### src/rtl/stereo_pkg.sv
// Shared types and constants for the stereo pipeline output path.
package stereo_pkg;

    localparam int IMAGE_WIDTH  = 640;
    localparam int IMAGE_HEIGHT = 480;
    localparam int MAXDISPARITY = 64;
    localparam int SOF_BIT      = 8;
    localparam int DISP_W       = 8;

    typedef struct packed {
        logic              tuser;
        logic              tlast;
        logic [DISP_W-1:0] data;
    } axis_word_t;

    typedef enum logic {
        ST_UNSYNCED,
        ST_SYNCED
    } sync_state_t;

    // Left shift that clamps to full scale instead of wrapping.
    function automatic logic [DISP_W-1:0] sat_shift(input logic [DISP_W-1:0] d,
                                                    input int unsigned       sh);
        logic [2*DISP_W-1:0] w_wide;
        w_wide = {{DISP_W{1'b0}}, d} << sh;
        return (w_wide[2*DISP_W-1:DISP_W] != '0) ? '1 : w_wide[DISP_W-1:0];
    endfunction

endpackage

### src/rtl/disparity_axis_tx_if.sv
// AXI4-Stream video bus carrying 8-bit pixels with frame/line markers.
interface disparity_axis_tx_if;

    logic [7:0] tdata;
    logic       tvalid;
    logic       tready;
    logic       tuser;
    logic       tlast;

    modport master (output tdata, tvalid, tuser, tlast, input tready);
    modport slave  (input tdata, tvalid, tuser, tlast, output tready);

endinterface

### src/rtl/axis_word_fifo.sv
// Synchronous first-word-fall-through FIFO; head word is visible while not empty.
module axis_word_fifo #(
    parameter int DEPTH = 16,
    parameter int WIDTH = 10
) (
    input  logic             clk,
    input  logic             rst,
    input  logic             i_push,
    input  logic [WIDTH-1:0] i_din,
    input  logic             i_pop,
    output logic [WIDTH-1:0] o_dout,
    output logic             o_full,
    output logic             o_empty
);

    localparam int AW = $clog2(DEPTH);

    logic [AW:0]      r_wr_ptr;
    logic [AW:0]      r_rd_ptr;
    logic [WIDTH-1:0] r_mem [DEPTH];
    logic             w_do_push;
    logic             w_do_pop;

    // Extra pointer MSB distinguishes a full ring from an empty one.
    assign o_empty   = (r_wr_ptr == r_rd_ptr);
    assign o_full    = (r_wr_ptr[AW] != r_rd_ptr[AW]) &&
                       (r_wr_ptr[AW-1:0] == r_rd_ptr[AW-1:0]);
    assign w_do_pop  = i_pop && !o_empty;
    assign w_do_push = i_push && (!o_full || w_do_pop);
    assign o_dout    = r_mem[r_rd_ptr[AW-1:0]];

    // NOTE: storage has no reset; only the pointers define what is valid, so
    // clearing the array would just add reset fan-out for no behavioural gain.
    always_ff @(posedge clk) begin
        if (w_do_push) r_mem[r_wr_ptr[AW-1:0]] <= i_din;
    end

    // NOTE: state is always updated with <= so every register samples the
    // pre-edge values, regardless of block ordering.
    always_ff @(posedge clk or posedge rst) begin
        if (rst) begin
            r_wr_ptr <= '0;
            r_rd_ptr <= '0;
        end else begin
            if (w_do_push) r_wr_ptr <= r_wr_ptr + (AW+1)'(1);
            if (w_do_pop)  r_rd_ptr <= r_rd_ptr + (AW+1)'(1);
        end
    end

endmodule

### src/rtl/disparity_axis_tx.sv
// Recovers frame position from the SOF-tagged disparity stream, maps it to
// pixels and re-emits it as an AXI4-Stream video master through a small FIFO.
module disparity_axis_tx #(
    parameter int IMAGE_WIDTH  = stereo_pkg::IMAGE_WIDTH,
    parameter int IMAGE_HEIGHT = stereo_pkg::IMAGE_HEIGHT,
    parameter int INPUTDATAWID = 9,
    parameter int FIFO_DEPTH   = 16,
    parameter int DISP_SHIFT   = 2
) (
    input  logic                    clk,
    input  logic                    rst,
    input  logic                    en,
    input  logic                    pixelEN,
    input  logic [INPUTDATAWID-1:0] disparity,
    input  logic                    show_color_depth,
    disparity_axis_tx_if.master     m_axis,
    output logic                    overflow,
    output logic                    frame_err
);

    import stereo_pkg::*;

    localparam int COL_W = (IMAGE_WIDTH  > 1) ? $clog2(IMAGE_WIDTH)  : 1;
    localparam int ROW_W = (IMAGE_HEIGHT > 1) ? $clog2(IMAGE_HEIGHT) : 1;
    localparam logic [COL_W-1:0] COL_LAST = COL_W'(IMAGE_WIDTH - 1);
    localparam logic [ROW_W-1:0] ROW_LAST = ROW_W'(IMAGE_HEIGHT - 1);

    sync_state_t      r_state, w_state_next;
    logic [COL_W-1:0] r_col, w_word_col, w_col_next;
    logic [ROW_W-1:0] r_row, w_word_row, w_row_next;
    logic             w_acc, w_sof, w_at_origin, w_word_last;
    logic             w_word_valid, w_frame_err_set;
    logic [7:0]       w_pixel;
    axis_word_t       w_word, r_stage_word, w_head;
    logic             r_stage_valid;
    logic             w_push, w_pop, w_full, w_empty;

    assign w_acc       = en & pixelEN;
    assign w_sof       = disparity[SOF_BIT];
    assign w_at_origin = (r_col == '0) && (r_row == '0);

    // A SOF word always lands at the origin, whatever the counters expected.
    always_comb begin
        w_word_col  = w_sof ? '0 : r_col;
        w_word_row  = w_sof ? '0 : r_row;
        w_word_last = (w_word_col == COL_LAST);
        w_col_next  = w_word_last ? '0 : w_word_col + COL_W'(1);
        w_row_next  = !w_word_last             ? w_word_row :
                      (w_word_row == ROW_LAST) ? '0 : w_word_row + ROW_W'(1);
    end

    always_ff @(posedge clk or posedge rst) begin
        if (rst) r_state <= ST_UNSYNCED;
        else     r_state <= w_state_next;
    end

    // NOTE: every always_comb output gets a default first, so no path can
    // leave one unassigned and infer a latch.
    always_comb begin
        w_state_next    = r_state;
        w_word_valid    = 1'b0;
        w_frame_err_set = 1'b0;
        case (r_state)
            ST_UNSYNCED: begin
                if (w_acc && w_sof) begin
                    w_state_next = ST_SYNCED;
                    w_word_valid = 1'b1;
                end
            end
            ST_SYNCED: begin
                if (w_acc) begin
                    w_word_valid    = 1'b1;
                    w_frame_err_set = w_sof ^ w_at_origin;
                end
            end
            default: w_state_next = ST_UNSYNCED;
        endcase
    end

    always_ff @(posedge clk or posedge rst) begin
        if (rst) begin
            r_col <= '0;
            r_row <= '0;
        end else if (w_word_valid) begin
            r_col <= w_col_next;
            r_row <= w_row_next;
        end
    end

    assign w_pixel = show_color_depth ? sat_shift(disparity[7:0], DISP_SHIFT)
                                      : disparity[7:0];
    assign w_word  = '{tuser: (w_word_col == '0) && (w_word_row == '0),
                       tlast: w_word_last,
                       data:  w_pixel};

    always_ff @(posedge clk or posedge rst) begin
        if (rst) begin
            r_stage_valid <= 1'b0;
            r_stage_word  <= '0;
        end else begin
            r_stage_valid <= w_word_valid;
            if (w_acc) r_stage_word <= w_word;
        end
    end

    // The pipeline cannot stall, so a full FIFO drops the word instead.
    assign w_pop  = m_axis.tvalid && m_axis.tready;
    assign w_push = r_stage_valid && (!w_full || w_pop);

    axis_word_fifo #(
        .DEPTH (FIFO_DEPTH),
        .WIDTH ($bits(axis_word_t))
    ) u_fifo (
        .clk     (clk),
        .rst     (rst),
        .i_push  (w_push),
        .i_din   (r_stage_word),
        .i_pop   (w_pop),
        .o_dout  (w_head),
        .o_full  (w_full),
        .o_empty (w_empty)
    );

    assign m_axis.tvalid = !w_empty;
    assign m_axis.tdata  = w_empty ? '0 : w_head.data;
    assign m_axis.tuser  = w_empty ? 1'b0 : w_head.tuser;
    assign m_axis.tlast  = w_empty ? 1'b0 : w_head.tlast;

    always_ff @(posedge clk or posedge rst) begin
        if (rst) begin
            overflow  <= 1'b0;
            frame_err <= 1'b0;
        end else begin
            if (r_stage_valid && !w_push) overflow  <= 1'b1;
            if (w_frame_err_set)          frame_err <= 1'b1;
        end
    end

endmodule

### src/flat_wrapper.sv
// flat-port wrapper written by rule: the top's interface ports become plain ports
module disparity_axis_tx_flat import stereo_pkg::*;
#(
    parameter int IMAGE_WIDTH  = stereo_pkg::IMAGE_WIDTH,
    parameter int IMAGE_HEIGHT = stereo_pkg::IMAGE_HEIGHT,
    parameter int INPUTDATAWID = 9,
    parameter int FIFO_DEPTH   = 16,
    parameter int DISP_SHIFT   = 2
)
  (clk, rst, en, pixelEN, disparity, show_color_depth, overflow, frame_err, m_axis_tdata, m_axis_tvalid, m_axis_tuser, m_axis_tlast, m_axis_tready);
  disparity_axis_tx_if m_axis_i ();
  input  logic clk;
  input  logic rst;
  input  logic en;
  input  logic pixelEN;
  input  logic [INPUTDATAWID-1:0] disparity;
  input  logic show_color_depth;
  output logic overflow;
  output logic frame_err;
  output wire logic [$bits(m_axis_i.tdata)-1:0] m_axis_tdata;
  output wire logic [$bits(m_axis_i.tvalid)-1:0] m_axis_tvalid;
  output wire logic [$bits(m_axis_i.tuser)-1:0] m_axis_tuser;
  output wire logic [$bits(m_axis_i.tlast)-1:0] m_axis_tlast;
  input wire logic [$bits(m_axis_i.tready)-1:0] m_axis_tready;
  assign m_axis_tdata = m_axis_i.tdata;
  assign m_axis_tvalid = m_axis_i.tvalid;
  assign m_axis_tuser = m_axis_i.tuser;
  assign m_axis_tlast = m_axis_i.tlast;
  assign m_axis_i.tready = m_axis_tready;
  disparity_axis_tx #(.IMAGE_WIDTH(IMAGE_WIDTH), .IMAGE_HEIGHT(IMAGE_HEIGHT), .INPUTDATAWID(INPUTDATAWID), .FIFO_DEPTH(FIFO_DEPTH), .DISP_SHIFT(DISP_SHIFT)) u_core (.clk(clk), .rst(rst), .en(en), .pixelEN(pixelEN), .disparity(disparity), .show_color_depth(show_color_depth), .m_axis(m_axis_i), .overflow(overflow), .frame_err(frame_err));
endmodule
### config.mk
export PLATFORM = sky130hd
export DESIGN_NAME = disparity_axis_tx_flat
export DESIGN_NICKNAME = d
export VERILOG_FILES = /design/src/rtl/stereo_pkg.sv /design/src/rtl/disparity_axis_tx_if.sv /design/src/rtl/axis_word_fifo.sv /design/src/rtl/disparity_axis_tx.sv /design/src/flat_wrapper.sv
export SDC_FILE = /design/constraint.sdc
export NUM_CORES = 1
export LEC_CHECK = 0
export BUFFER_PORTS_ARGS = -buffer_cell sky130_fd_sc_hd__clkbuf_2
export CORE_AREA = 5 5 150 210
export CTS_CLUSTER_DIAMETER = 80
export DETAILED_ROUTE_END_ITERATION = 12
export DIE_AREA = 0 0 155 215
export PLACE_DENSITY = 0.52
export SLEW_MARGIN = 20
export SYNTH_ARGS = -nofsm -noshare
export SYNTH_HDL_FRONTEND = slang
export SYNTH_SLANG_ARGS = --single-unit
### constraint.sdc
create_clock -name clk -period 2.1 [get_ports clk]
set_clock_uncertainty 0.2 [all_clocks]
set_input_delay 0.42 -clock clk [delete_from_list [all_inputs] [get_ports clk]]
set_output_delay 0.42 -clock clk [all_outputs]
set_load 0.02 [all_outputs]
# ---- Word-level counts from Yosys, hierarchy flattened
# Memories as Yosys holds them, arrays and structs flattened.
# Cells that the tools add are included.
# Widths: inputs -> output; s select.
dict set report word_totals {
  out_inout_bits 13
  n_memories 1
  ff_bits 43
  in_bits 15
  word_cells 61
  ramBits 160
}
dict set report classes {
  bitwise_logic 3
  muxes 18
  n_reduce_logical 19
  n_addsub 4
  n_eq_ne 5
}
# name depth width read_ports rd_clocked_by_memory_dff write_ports line
set memory_table {}
lappend memory_table {u_core.u_fifo.r_mem 16 10 1 0 1 axis_word_fifo.sv:20} ;# logic [WIDTH-1:0] r_mem [DEPTH];
# op n
set op_table {}
lappend op_table {{$mux 9} 3}
lappend op_table {{$mux 8} 3}
lappend op_table {{$logic_not 10->1} 2}
lappend op_table {{$mux 10} 2}
lappend op_table {{$logic_not 9->1} 2}
lappend op_table {{$add 10x1->10 const B} 1}
lappend op_table {{$add 5x1->5 const B} 2}
lappend op_table {{$eq 10x10->1 const B} 1}
lappend op_table {{$add 9x1->9 const B} 1}
lappend op_table {{$eq 9x9->1 const B} 1}
lappend op_table {{$logic_and 1x1->1} 9}
lappend op_table {{$mux 1} 9}
lappend op_table {{$reduce_bool 8->1} 1}
lappend op_table {{$eq 5x5->1} 1}
lappend op_table {{$eq 4x4->1} 1}
lappend op_table {{$logic_not 1->1} 3}
lappend op_table {{$logic_or 1x1->1} 2}
lappend op_table {{$pmux 1 s2} 1}
lappend op_table {{$and 1x1->1} 1}
lappend op_table {{$ne 1x1->1} 1}
lappend op_table {{$not 1->1} 1}
lappend op_table {{$xor 1x1->1} 1}

# ---- Depth between registers and ports, before layout
dict set report logic_depth {
  depth_word 8
  depth_mapped 11
}

# ---- Hierarchy
# Synthesis repeated with hierarchy kept, for this count alone.
dict set report unflattened {
  hier_cells 543
  area_unflattened_um2 8695.8
}
# mod area_per_inst_um2 cells_per_inst instances
set by_module_without_submodules {}
lappend by_module_without_submodules {axis_word_fifo 6785.3 318 1}
lappend by_module_without_submodules {disparity_axis_tx 1910.6 225 1}

# ---- Worst setup path after synthesis
# OpenSTA, ideal clock, no wires.
dict set report synth_timing {
  path_type {in2reg}
  from {in disparity[8]}
  to {reg u_core.r_row[8]}
  path_buffers 3
  setup_ns 0.126
  stages 11
  t_arrival_ns 2.267
  required_ns 1.774
  slack_ns -0.493
  cell_sequence {buf_2 -> inv_1 -> clkbuf_1 -> nand2_1 -> inv_1 -> ha_1 -> and3_1 -> buf_4 -> nand4_4 -> o311a_1 -> a221o_1}
}
dict set report synth_between {
  elab_chain_len 4
  word_cells_on_any_way 10
  classes_between {add/sub: 1; eq/ne: 2; mux: 6; reduce/logical: 1}
}
# element line
set synth_lines {}
lappend synth_lines {{start, declared} flat_wrapper.sv:16} ;# input logic [INPUTDATAWID-1:0] disparity;
lappend synth_lines {{$mux 9} disparity_axis_tx.sv:45} ;# w_word_row = w_sof ? '0 : r_row;
lappend synth_lines {{$add 9x1->9 or $eq 9x9->1 (tied branches)} disparity_axis_tx.sv:49} ;# (w_word_row == ROW_LAST) ? '0 : w_word_row + ROW_W'(1);
lappend synth_lines {{$mux 9} disparity_axis_tx.sv:49}
lappend synth_lines {{$mux 9} disparity_axis_tx.sv:48} ;# w_row_next = !w_word_last ? w_word_row :
lappend synth_lines {{end signal, assigned} disparity_axis_tx.sv:86} ;# r_row <= w_row_next;
lappend synth_lines {{end, declared} disparity_axis_tx.sv:30} ;# logic [ROW_W-1:0] r_row, w_word_row, w_row_next;
# Parallel ways exist; a longest one is shown, timed or not.
# A chain may end at the register's enable or synchronous reset.

# ---- Worst setup path after layout
dict set report layout_timing {
  from {reg u_core.u_fifo.r_rd_ptr[0]}
  to {out m_axis_tdata[5]}
}
dict set report layout_between {
  elab_chain_len 2
  word_cells_on_any_way 3
  classes_between {eq/ne: 1; mux: 1; memory: 1}
}
# element line
set layout_lines {}
lappend layout_lines {{start, declared} axis_word_fifo.sv:19} ;# logic [AW:0] r_rd_ptr;
lappend layout_lines {{start signal, assigned} axis_word_fifo.sv:46} ;# if (w_do_pop) r_rd_ptr <= r_rd_ptr + (AW+1)'(1);
lappend layout_lines {{$mem_v2 16x10 or $eq 5x5->1 (tied branches)} -}
lappend layout_lines {{$mux 8 *} disparity_axis_tx.sv:125} ;# assign m_axis.tdata = w_empty ? '0 : w_head.data;
lappend layout_lines {{end, declared} flat_wrapper.sv:20} ;# output wire logic [$bits(m_axis_i.tdata)-1:0] m_axis_tdata;
# Every way passes the cells marked *; elsewhere a longest branch is shown, timed or not.

==> reports/results.ini <==
[setup_path]
critical_path_class = reg -> out
crit_arrival_ps = 2320
slowest_delay_ps = 520
cp_max_fo = 9
startpoint_type = register
cp_data_required_time_ps = 1480
critPathBufInv = 4
end_kind = output port
crit_family = buffers and inverters
crit_chain = buf_12 > buf_4 > mux4_2 > a211oi_2 > buf_4 > nor3_2 > buf_2
cp_slowest_cell = mux4_2
crit_path_frequent_cell = buf_4

[final_layout]
fillCellCount = 2709
synthToLayoutAreaGrowth_pct = 33.04
layout.cells.non_filler = 1078
layout.nets = 703
multi_input_area_um2 = 3010
drive_above_1_share_pct = 40.55
regArea_um2 = 5882
diodes = 0
stdcell_area_um2 = 11530

[sta]
grt_setup_unrepaired = true
finalHoldViolCount = 0
tightestPinTransition_ps = 697.2
timing.final.ws_setup_ps = -841.4
setup_viol = 174
layout_worst_path_cycle_share_pct = 140.1
slew_viol_final = 0
slew_headroom_pct = 53.52
period_minus_slack_ps = 2941
clock.fmax_mhz = 340.0

[logic_synthesis]
netlist.area_leader.share_pct = 55.45
ys_seq_area_share_pct = 67.87
synthCells = 543
netlist_area_um2 = 8665
avgSynthCellArea_um2 = 15.96
synth.area.top_cells = edfxtp_1 (55%), dfrtp_1 (12%), mux4_2 (10%)
async_flop_share_pct = 21.18
ys.warnings.count = 0
synth_top_flop_cell = edfxtp_1
synth-edff-count = 160
synth_cell_types = 58
synth_fp_nets = 567
synth_top_cell_by_area = edfxtp_1
ys_ff_latch = 203

[routing]
wl_met3_um = 852
wl_met1_um = 8319
via_per_inst = 4.919
top_layer = met4
wl_met2_um = 11720
first_pass_iters = 4
drtIter0Drc = 238
drtAntennaViolNets = 0
wl_per_cell_um = 19.79
post-route-drc-count = 0
vias = 5303
wl_um = 21330

[clock_tree]
cts-root-buf = clkbuf_16
cts_buffer_depth = 3
clkSinkCount = 203
htreeDepth = 1
tritoncts.num_buffers = 21
cts_tree = yes
clkTransAtPathRegs_ps = 60
clk_latency_ps = 500

[min_path]
hold_class = in -> reg

[die]
ios = 28
core_um2 = 29560
initial_core_util_pct = 29.31
dieArea_um2 = 33330
die_h_um = 215
die_x_um = 155
rows = 75

[global_route]
grt_max_degree = 44
grt_antenna_before_repair = 0
grt_overflow = 0
grt_pass1_vias = 5512
grt_pass1_wl_um = 32140
grtUsageTotal_pct = 12.16

[status]
status = complete, but fails checks
violations = negative setup slack

[placed_design]
placed_area_um2 = 10180
place.gp.congestion = 0.8005
portBuffers = 27
place.detailed.instances = 1012
dp_hpwl_um = 14170

[job]
drv_cap = 0

[power]
power_leakage_nw = 4.094
vdd_drop_max_mv = 0.6336
p_per_area_nw_per_um2 = 1233

## flip-flops by register name, indices dropped and copies added, names as in the netlist
name and flops:
u_core.frame_err 1, u_core.overflow 1, u_core.r_col 10, u_core.r_row 9, u_core.r_stage_valid 1, u_core.r_stage_word 10
u_core.r_state 1, u_core.u_fifo.r_mem 160, u_core.u_fifo.r_rd_ptr 5, u_core.u_fifo.r_wr_ptr 5
## path summary, 6_finish.rpt
check / from / cells past startpoint / to / slack [ps]
max: u_core.u_fifo.r_rd_ptr[0] / 7 / m_axis_tdata[5] / -840
min: disparity[3] / 3 / u_core.r_stage_word[5] / 60
max reg2reg: u_core.u_fifo.r_rd_ptr[0] / 9 / u_core.u_fifo.r_mem[13][8] / -270
min reg2reg: u_core.frame_err / 1 / u_core.frame_err / 290
max in group asynchronous: rst / 4 / u_core.u_fifo.r_rd_ptr[0] / 1180
min in group asynchronous: rst / 4 / u_core.frame_err / 290
## power by group
group / internal [mW] / total [mW] / switching (mW) / leakage, nW
registers: 4.71 / 5.02 / 0.307 / 1.97
logic: 2.80 / 5.48 / 2.68 / 1.79
clock network: 2.21 / 3.71 / 1.50 / 0.334
## area by class of cell
type,count,share of cell area [%]
flip-flops and latches,203,51.03
multi-input cells,300,26.12
repair buffers,139,12.27
clock buffers,24,4.656
well taps,385,4.179
clock inverters,13,1.281
inverters,14,0.4776
## cells in the mapped netlist, types with 3 or more instances
library cell    n
xnor2_1        10
edfxtp_1      160
and3_1         16
mux4_2         40
dfrtp_1        43
nor2b_1        15
ha_1            9
nand3_1        11
nor2_1         16
nand2b_1        9
o211ai_1        4
a311o_1         3
and2_1          3
nand2_1        31
buf_2          11
nor3_1         17
nand4_1         5
a21oi_1        17
nor4_1          7
o21ai_0        14
a21o_1          3
and4_1          4
a211oi_1       12
xor2_1          4
mux2i_1         5
o22ai_1        10
inv_1          13
buf_6           4
clkbuf_1       11
or4_1           3
## metrics by stage
| step | setup TNS, ps | total power [mW] | util [%] | hold slack (ps) | setup WS [ps] |
|---|---|---|---|---|---|
| finish | -39880 | 14.21 | 39.00 | 55.82 | -841.4 |
| floorplan | -1277 | 7.842 | - | 296.5 | -154.7 |
| global route | -48660 | 14.93 | 39.00 | 42.16 | -919.5 |
| CTS | -9216 | 13.85 | 37.63 | 28.80 | -924.5 |
| detailed placement | -12120 | 9.729 | 34.44 | 264.1 | -614.5 |
| global placement | -16210 | 9.674 | 34.43 | 254.7 | -605.1 |
## kinds of logic (layout without fill, tap and decap cells)
group                      after synthesis  in the layout  synth area share, %
DFF                                    203            203                67.87
muxes                                   47             47                11.23
AOI/OAI and AO/OA                       80             80                6.224
xor gates and xnor gates                14             14                1.415
and+or+nand+nor                        147            150                9.502
buffers and inverters                   43            190                2.455
adders and majority gates                9              9                1.300
## metal layers
metal | vias up | GRT usage (%)
met5 | - | 0
met3 | 25 | 1.811
met1 | 2722 | 14.67
li1 | 2436 | -
met2 | 120 | 22.67
met4 | 0 | 2.769
## repair_timing
item                                    in CTS  in global routing
resized for setup                           27                 53
buffers inserted                             7                 15
cloned                                       0                  9
hold buffers                                 3                  0
endpoints found under the setup margin      41                173
hold endpoints to repair                    45                  0
pin swaps                                    6                 12
## cells in the final DEF, fill, tap and decap left out, types with 9 or more instances in the layout
cell,instances
buf_6,14
nand2b_1,9
buf_12,22
nand2_1,30
o21ai_0,13
nor2b_1,11
a21oi_1,16
nand3_1,11
buf_4,74
mux4_2,40
dfrtp_1,42
edfxtp_1,160
clkbuf_16,26
xnor2_1,9
and3_4,17
nor2_1,15
clkbuf_2,20
## worst min-delay path, cell delays in order
cell	delay (ps)
clkbuf_2	90
mux2i_1	120
a21oi_1	80
No activity file was read; power rests on OpenSTA's default activity.
